<file path="src/rtl/sar_result_capture_if.sv">
// Bus between the SAR sequencer/consumer and the result capture block.
interface sar_result_capture_if #(
    parameter int unsigned CNT_W = 8
);
    logic             VCOMP;
    logic             SAR_RESET;
    logic [2:0]       OUTEN;
    logic             RD_READY;
    logic [3:0]       DOUT;
    logic             DOUT_VALID;
    logic             OVERFLOW;
    logic             SEQ_ERR;
    logic [CNT_W-1:0] CONV_CNT;

    // Sequencer/consumer side.
    modport master (
        output VCOMP, SAR_RESET, OUTEN, RD_READY,
        input  DOUT, DOUT_VALID, OVERFLOW, SEQ_ERR, CONV_CNT
    );

    // Capture block side.
    modport slave (
        input  VCOMP, SAR_RESET, OUTEN, RD_READY,
        output DOUT, DOUT_VALID, OVERFLOW, SEQ_ERR, CONV_CNT
    );
endinterface

</file>
<file path="src/rtl/sar_result_capture.sv">
// Captures 4-bit SAR conversion results bit by bit from the sequencer phase
// strobes and queues completed words in a 2-entry FIFO for a downstream reader.
module sar_result_capture #(
    parameter int unsigned CNT_W = 8
) (
    input logic                 CLK,
    input logic                 RESET,
    sar_result_capture_if.slave bus
);

    typedef enum logic [2:0] {StIdle, StArmed, StB2, StB1, StB0} state_e;

    state_e           state_q, state_d;
    logic [2:0]       bits_q, bits_d;      // D3, D2, D1
    logic             seq_err_q, seq_err_d;
    logic [3:0]       head_q, head_d;
    logic [3:0]       tail_q, tail_d;
    logic             valid_q, valid_d;
    logic             full_q, full_d;
    logic             ovf_q, ovf_d;
    logic [CNT_W-1:0] cnt_q, cnt_d;

    logic       ev_multi, ev_illegal, ev_sar, ev_b3, ev_b2, ev_b1;
    logic       wrong;
    logic       push_req, pop;
    logic [3:0] push_word;

    assign ev_multi   = (bus.OUTEN & (bus.OUTEN - 3'd1)) != 3'd0;
    assign ev_illegal = ev_multi || (bus.SAR_RESET && bus.OUTEN != 3'd0);
    assign ev_sar     = bus.SAR_RESET && bus.OUTEN == 3'd0;
    assign ev_b3      = !bus.SAR_RESET && bus.OUTEN == 3'b100;
    assign ev_b2      = !bus.SAR_RESET && bus.OUTEN == 3'b010;
    assign ev_b1      = !bus.SAR_RESET && bus.OUTEN == 3'b001;
    assign push_word  = {bits_q, bus.VCOMP};

    // Capture FSM next state, partial-bit latching and sequence error detection.
    always_comb begin
        state_d   = state_q;
        bits_d    = bits_q;
        seq_err_d = 1'b0;
        push_req  = 1'b0;
        wrong     = 1'b0;
        if (ev_illegal) begin
            seq_err_d = 1'b1;
            bits_d    = 3'b000;
            state_d   = StIdle;
        end else if (ev_sar || ev_b3 || ev_b2 || ev_b1) begin
            unique case (state_q)
                StIdle: begin
                    // Bit strobes before arming are ignored silently.
                    if (ev_sar) state_d = StArmed;
                end
                StArmed: begin
                    if (ev_b3) begin
                        bits_d[2] = bus.VCOMP;
                        state_d   = StB2;
                    end else if (!ev_sar) begin
                        wrong = 1'b1;
                    end
                end
                StB2: begin
                    if (ev_b2) begin
                        bits_d[1] = bus.VCOMP;
                        state_d   = StB1;
                    end else begin
                        wrong = 1'b1;
                    end
                end
                StB1: begin
                    if (ev_b1) begin
                        bits_d[0] = bus.VCOMP;
                        state_d   = StB0;
                    end else begin
                        wrong = 1'b1;
                    end
                end
                StB0: begin
                    if (ev_sar) begin
                        push_req = 1'b1;
                        bits_d   = 3'b000;
                        state_d  = StArmed;
                    end else begin
                        wrong = 1'b1;
                    end
                end
                default: state_d = StIdle;
            endcase
            if (wrong) begin
                seq_err_d = 1'b1;
                bits_d    = 3'b000;
                state_d   = ev_sar ? StArmed : StIdle;
            end
        end
    end

    assign pop = valid_q && bus.RD_READY;

    // FIFO next state: head/tail entries, occupancy flags, overflow and push count.
    always_comb begin
        head_d  = head_q;
        tail_d  = tail_q;
        valid_d = valid_q;
        full_d  = full_q;
        ovf_d   = ovf_q;
        cnt_d   = cnt_q;
        if (pop) begin
            if (full_q) begin
                head_d = tail_q;
                full_d = 1'b0;
            end else begin
                valid_d = 1'b0;
            end
        end
        if (push_req) begin
            if (!valid_q || (pop && !full_q)) begin
                // Empty, or the single entry leaves this cycle: word becomes the head.
                head_d  = push_word;
                valid_d = 1'b1;
                cnt_d   = cnt_q + CNT_W'(1);
            end else if (!full_q || pop) begin
                tail_d = push_word;
                full_d = 1'b1;
                cnt_d  = cnt_q + CNT_W'(1);
            end else begin
                ovf_d = 1'b1;
            end
        end
    end

    // State registers; synchronous reset wins over any push or pop.
    always_ff @(posedge CLK) begin
        if (RESET) begin
            state_q   <= StIdle;
            bits_q    <= 3'b000;
            seq_err_q <= 1'b0;
            head_q    <= 4'b0000;
            tail_q    <= 4'b0000;
            valid_q   <= 1'b0;
            full_q    <= 1'b0;
            ovf_q     <= 1'b0;
            cnt_q     <= '0;
        end else begin
            state_q   <= state_d;
            bits_q    <= bits_d;
            seq_err_q <= seq_err_d;
            head_q    <= head_d;
            tail_q    <= tail_d;
            valid_q   <= valid_d;
            full_q    <= full_d;
            ovf_q     <= ovf_d;
            cnt_q     <= cnt_d;
        end
    end

    assign bus.DOUT       = head_q;
    assign bus.DOUT_VALID = valid_q;
    assign bus.OVERFLOW   = ovf_q;
    assign bus.SEQ_ERR    = seq_err_q;
    assign bus.CONV_CNT   = cnt_q;

endmodule

</file>
<file path="src/flat_wrapper.sv">
// flat-port wrapper written by rule: the top's interface ports become plain ports
module sar_result_capture_flat 
#(
    parameter int unsigned CNT_W = 8
)
  (CLK, RESET, bus_VCOMP, bus_SAR_RESET, bus_OUTEN, bus_RD_READY, bus_DOUT, bus_DOUT_VALID, bus_OVERFLOW, bus_SEQ_ERR, bus_CONV_CNT);
  sar_result_capture_if #(.CNT_W(CNT_W)) bus_i ();
  input logic CLK;
  input logic RESET;
  input wire logic [$bits(bus_i.VCOMP)-1:0] bus_VCOMP;
  input wire logic [$bits(bus_i.SAR_RESET)-1:0] bus_SAR_RESET;
  input wire logic [$bits(bus_i.OUTEN)-1:0] bus_OUTEN;
  input wire logic [$bits(bus_i.RD_READY)-1:0] bus_RD_READY;
  output wire logic [$bits(bus_i.DOUT)-1:0] bus_DOUT;
  output wire logic [$bits(bus_i.DOUT_VALID)-1:0] bus_DOUT_VALID;
  output wire logic [$bits(bus_i.OVERFLOW)-1:0] bus_OVERFLOW;
  output wire logic [$bits(bus_i.SEQ_ERR)-1:0] bus_SEQ_ERR;
  output wire logic [$bits(bus_i.CONV_CNT)-1:0] bus_CONV_CNT;
  assign bus_i.VCOMP = bus_VCOMP;
  assign bus_i.SAR_RESET = bus_SAR_RESET;
  assign bus_i.OUTEN = bus_OUTEN;
  assign bus_i.RD_READY = bus_RD_READY;
  assign bus_DOUT = bus_i.DOUT;
  assign bus_DOUT_VALID = bus_i.DOUT_VALID;
  assign bus_OVERFLOW = bus_i.OVERFLOW;
  assign bus_SEQ_ERR = bus_i.SEQ_ERR;
  assign bus_CONV_CNT = bus_i.CONV_CNT;
  sar_result_capture #(.CNT_W(CNT_W)) u_core (.CLK(CLK), .RESET(RESET), .bus(bus_i));
endmodule
</file>
<file path="config.mk">
export PLATFORM = sky130hd
export DESIGN_NAME = sar_result_capture_flat
export DESIGN_NICKNAME = d
export VERILOG_FILES = /design/src/rtl/sar_result_capture_if.sv /design/src/rtl/sar_result_capture.sv /design/src/flat_wrapper.sv
export SDC_FILE = /design/constraint.sdc
export NUM_CORES = 1
export LEC_CHECK = 0
export BUFFER_PORTS_ARGS = -buffer_cell sky130_fd_sc_hd__buf_2
export CAP_MARGIN = 40
export CORE_MARGIN = 4
export CORE_UTILIZATION = 54
export DETAILED_ROUTE_END_ITERATION = 12
export GPL_TIMING_DRIVEN = 0
export MAX_ROUTING_LAYER = met4
export PLACE_DENSITY = 0.74
export SYNTH_ARGS = -nofsm -noshare
export SYNTH_HDL_FRONTEND = slang
export SYNTH_SLANG_ARGS = --single-unit
export TNS_END_PERCENT = 1
</file>
<file path="constraint.sdc">
create_clock -name CLK -period 2.7 [get_ports CLK]
set_input_delay 0.27 -clock CLK [delete_from_list [all_inputs] [get_ports CLK]]
set_output_delay 0.27 -clock CLK [all_outputs]
set_load 0.02 [all_outputs]
</file>
==> impl_metrics.py <==
metrics = {
    "run_status": {
        "status": "finished, final reports clean",
    },
    "cts": {
        "post-cts-setup-buffers": 0,
        "cts_tree": "built",
        "cts_buffer_depth": 2,
        "cts_made_buffers": 3,
        "holdBufCountCts": 0,
        "insertion_delay_ps": 340,
        "clk_pin_slew_worst_paths_ps": 150,
        "cts_max_level": 1,
        "cts_root_buf": "clkbuf_4",
        "cts.sinks": 26,
        "postCtsResizedCells": 0,
    },
    "setup_path": {
        "cp_max_fo": 10,
        "arrival_ps": 2320,
        "worstPathRequired_ps": 2950,
        "crit_type": "reg2reg",
        "startpoint_type": "flop",
        "worstSetupEndpointType": "flop",
        "r2r_slack_ps": 630,
    },
    "route": {
        "drc": 0,
        "ant_nets": 0,
        "wl_per_cell_um": 13.6,
        "via_per_inst": 5.78,
        "initialDrtViolationCount": 22,
        "vias": 1173,
        "wirelength_um": 2760,
        "dr.pass1.iters": 4,
    },
    "grt": {
        "gr-total-overflow": 0,
        "track_usage_pct": 18.6,
        "antenna_found_initial": 0,
        "grt_pass1_wl_um": 4780,
        "grt_start_max_net_pins": 16,
        "grt_pass1_vias": 1090,
    },
    "yosys": {
        "ys_seq_elements": 26,
        "synth-compound-area-share_pct": 18.3,
        "synthAdderAreaFrac_pct": 0.923,
        "synth_nets": 161,
        "yosys.area_share.simple_pct": 24.3,
        "synth_top_family_by_area": "simple AND/OR/NAND/NOR gates",
        "synth_edf_count": 0,
        "seq_area_frac_synth_pct": 38.4,
        "synth_flop_cell": "dfxtp_1",
        "synth_top_area_share_pct": 38.4,
        "syn_inst": 152,
        "synth_area_mm2": 0.00136,
        "async_flop_share_pct": 0,
        "synth_largest_area_cell": "dfxtp_1",
        "syn_avg_cell_area_um2": 8.92,
        "synth_xor_area_share_pct": 5.17,
        "synth.distinct_cells": 42,
        "yosysWarnings": 0,
        "synthMuxAreaShare_pct": 8.49,
        "yosys-top-cells-area": "dfxtp_1 38%, mux2i_1 7.4%, nor2_1 6.6%",
    },
    "timing": {
        "period_share_pct": 76.7,
        "hold_slack_ps": 226,
        "setup_viol": 0,
        "relSlewSlack_pct": 59.1,
        "tns_ps": 0,
        "tightest_slew_ps": 612,
        "max_freq_mhz": 483,
        "rsz0062_at_grt": "no",
        "skew_ps": 3.51,
        "drv_slew": 0,
        "fin_crit_ps": 2070,
        "hold_viol_final": 0,
    },
    "floorplanning": {
        "ios": 23,
        "start_util_pct": 59.0,
        "fp.coreArea_mm2": 0.00230,
        "die_area_mm2": 0.00338,
        "core.rowCount": 17,
        "die_w_um": 58.1,
        "die_y_um": 58.1,
    },
    "pwr": {
        "combPwrFrac_pct": 7.0,
        "p_int_mw": 0.554,
        "max-vdd-ir-drop_mv": 0.299,
        "p_sw_share_pct": 22.4,
        "switchingPower_mw": 0.160,
        "seq_power_share_pct": 54.0,
        "power.density_mw_per_mm2": 464,
        "p_total_mw": 0.714,
        "power.share.clock_pct": 39.0,
        "leakagePower_nw": 0.683,
    },
    "placement": {
        "gp_congestion": 0.888,
        "placed_area_mm2": 0.00149,
        "port_buffers": 19,
        "place_hpwl_um": 2100,
        "dp_cells": 199,
    },
    "finish": {
        "regArea_um2": 520,
        "layout.cells.non_filler": 203,
        "multiInputGateArea_um2": 774,
        "final_cell_mix": "26 x dfxtp_1, 24 x nor2_1, 20 x buf_2, 12 x a21oi_1, 10 x mux2i_1",
        "final_common_cell": "dfxtp_1",
        "drive_above_1_share_pct": 20.0,
        "nFillCells": 189,
        "antennaDiodeCount": 0,
        "syn2layout_area_growth_pct": 13.5,
        "nets": 185,
        "final_cell_area_mm2": 0.00154,
    },
    "hold_path": {
        "hold_path_class": "in2reg",
    },
    "run": {
        "max_cap_viol_count": 0,
    },
}
-- kinds of logic after synthesis --
family,after synthesis
AOI/OAI and AO/OA,36
xor gates and xnor gates,8
and+or+nand+nor,59
muxes,11
buffers and inverters,11
adders and majority gates,1
DFF,26
-- final timing paths --
path                                          start                endpoint  depth (start not counted)
worst max register to register    u_core.state_q[2]  u_core.bus.CONV_CNT[5]                          5
worst max-delay path              u_core.state_q[2]  u_core.bus.CONV_CNT[5]                          5
worst min-delay path                      bus_VCOMP        u_core.tail_q[0]                          3
worst min register to register  u_core.bus.OVERFLOW     u_core.bus.OVERFLOW                          2
-- synth_stat cells (all sizes together) (2+ instances only) --
cell / number
dfxtp: 26
nor2: 24
a21oi: 12
mux2i: 10
nand4: 7
a211oi: 6
xor2: 6
clkbuf: 5
nand2: 5
buf: 4
nand2b: 4
o211ai: 4
nand3: 3
nor3: 3
o21ai: 3
a2111oi: 2
and3: 2
inv: 2
nor2b: 2
o31ai: 2
or3b: 2
xnor2: 2
-- layer usage --
metal | GRT usage, % | up-vias | wire length [µm]
li1 | - | 607 | -
met1 | 24.7 | 528 | 1370
met2 | 27.6 | 31 | 1190
met3 | 2.90 | 7 | 130
met4 | 8.61 | 0 | 74
met5 | - | - | 0
-- layout make-up --
| class | instances | area share, % |
|---|---|---|
| clock buffers | 3 | 1.46 |
| plain buffers | 9 | 3.50 |
| well taps | 28 | 2.28 |
| flip-flops and latches | 26 | 33.8 |
| repair buffers | 19 | 6.18 |
| inverters | 2 | 0.488 |
| multi-input cells | 115 | 50.3 |
| clock inverters | 1 | 1.95 |
-- power groups by stage --
stage	Combinational (mW)	Sequential, mW	Clock, mW
final	0.0500	0.385	0.279
after global placement	0.0482	0.394	0
after CTS	0.0499	0.385	0.279
after detailed placement	0.0499	0.394	0
after floorplan	0.0339	0.395	0
after global routing	0.0556	0.386	0.301
-- stage by stage --
stage / util (%) / setup slack [ps]
3_3_place_gp: 64.7 / 677
5_1_grt: 67.0 / 447
3_5_place_dp: 64.7 / 663
6_report: 67.0 / 630
2_1_floorplan: - / 788
4_1_cts: 67.0 / 639
-- flip-flops by register name (all words and copies together), names as in the netlist --
signal	count
u_core.bus.CONV_CNT	8
u_core.bus.DOUT	4
u_core.tail_q	4
u_core.bits_q	3
u_core.state_q	3
u_core.bus.DOUT_VALID	1
u_core.bus.OVERFLOW	1
u_core.bus.SEQ_ERR	1
u_core.full_q	1
-- critical path, cell delays in order (launching register included) --
cell and delay [ps]:
dfxtp_1 340, clkbuf_1 290, or3b_2 530, nor3_4 370, nand4_2 150, mux2_4 310
Note: power is estimated with default switching activity, not from simulation.
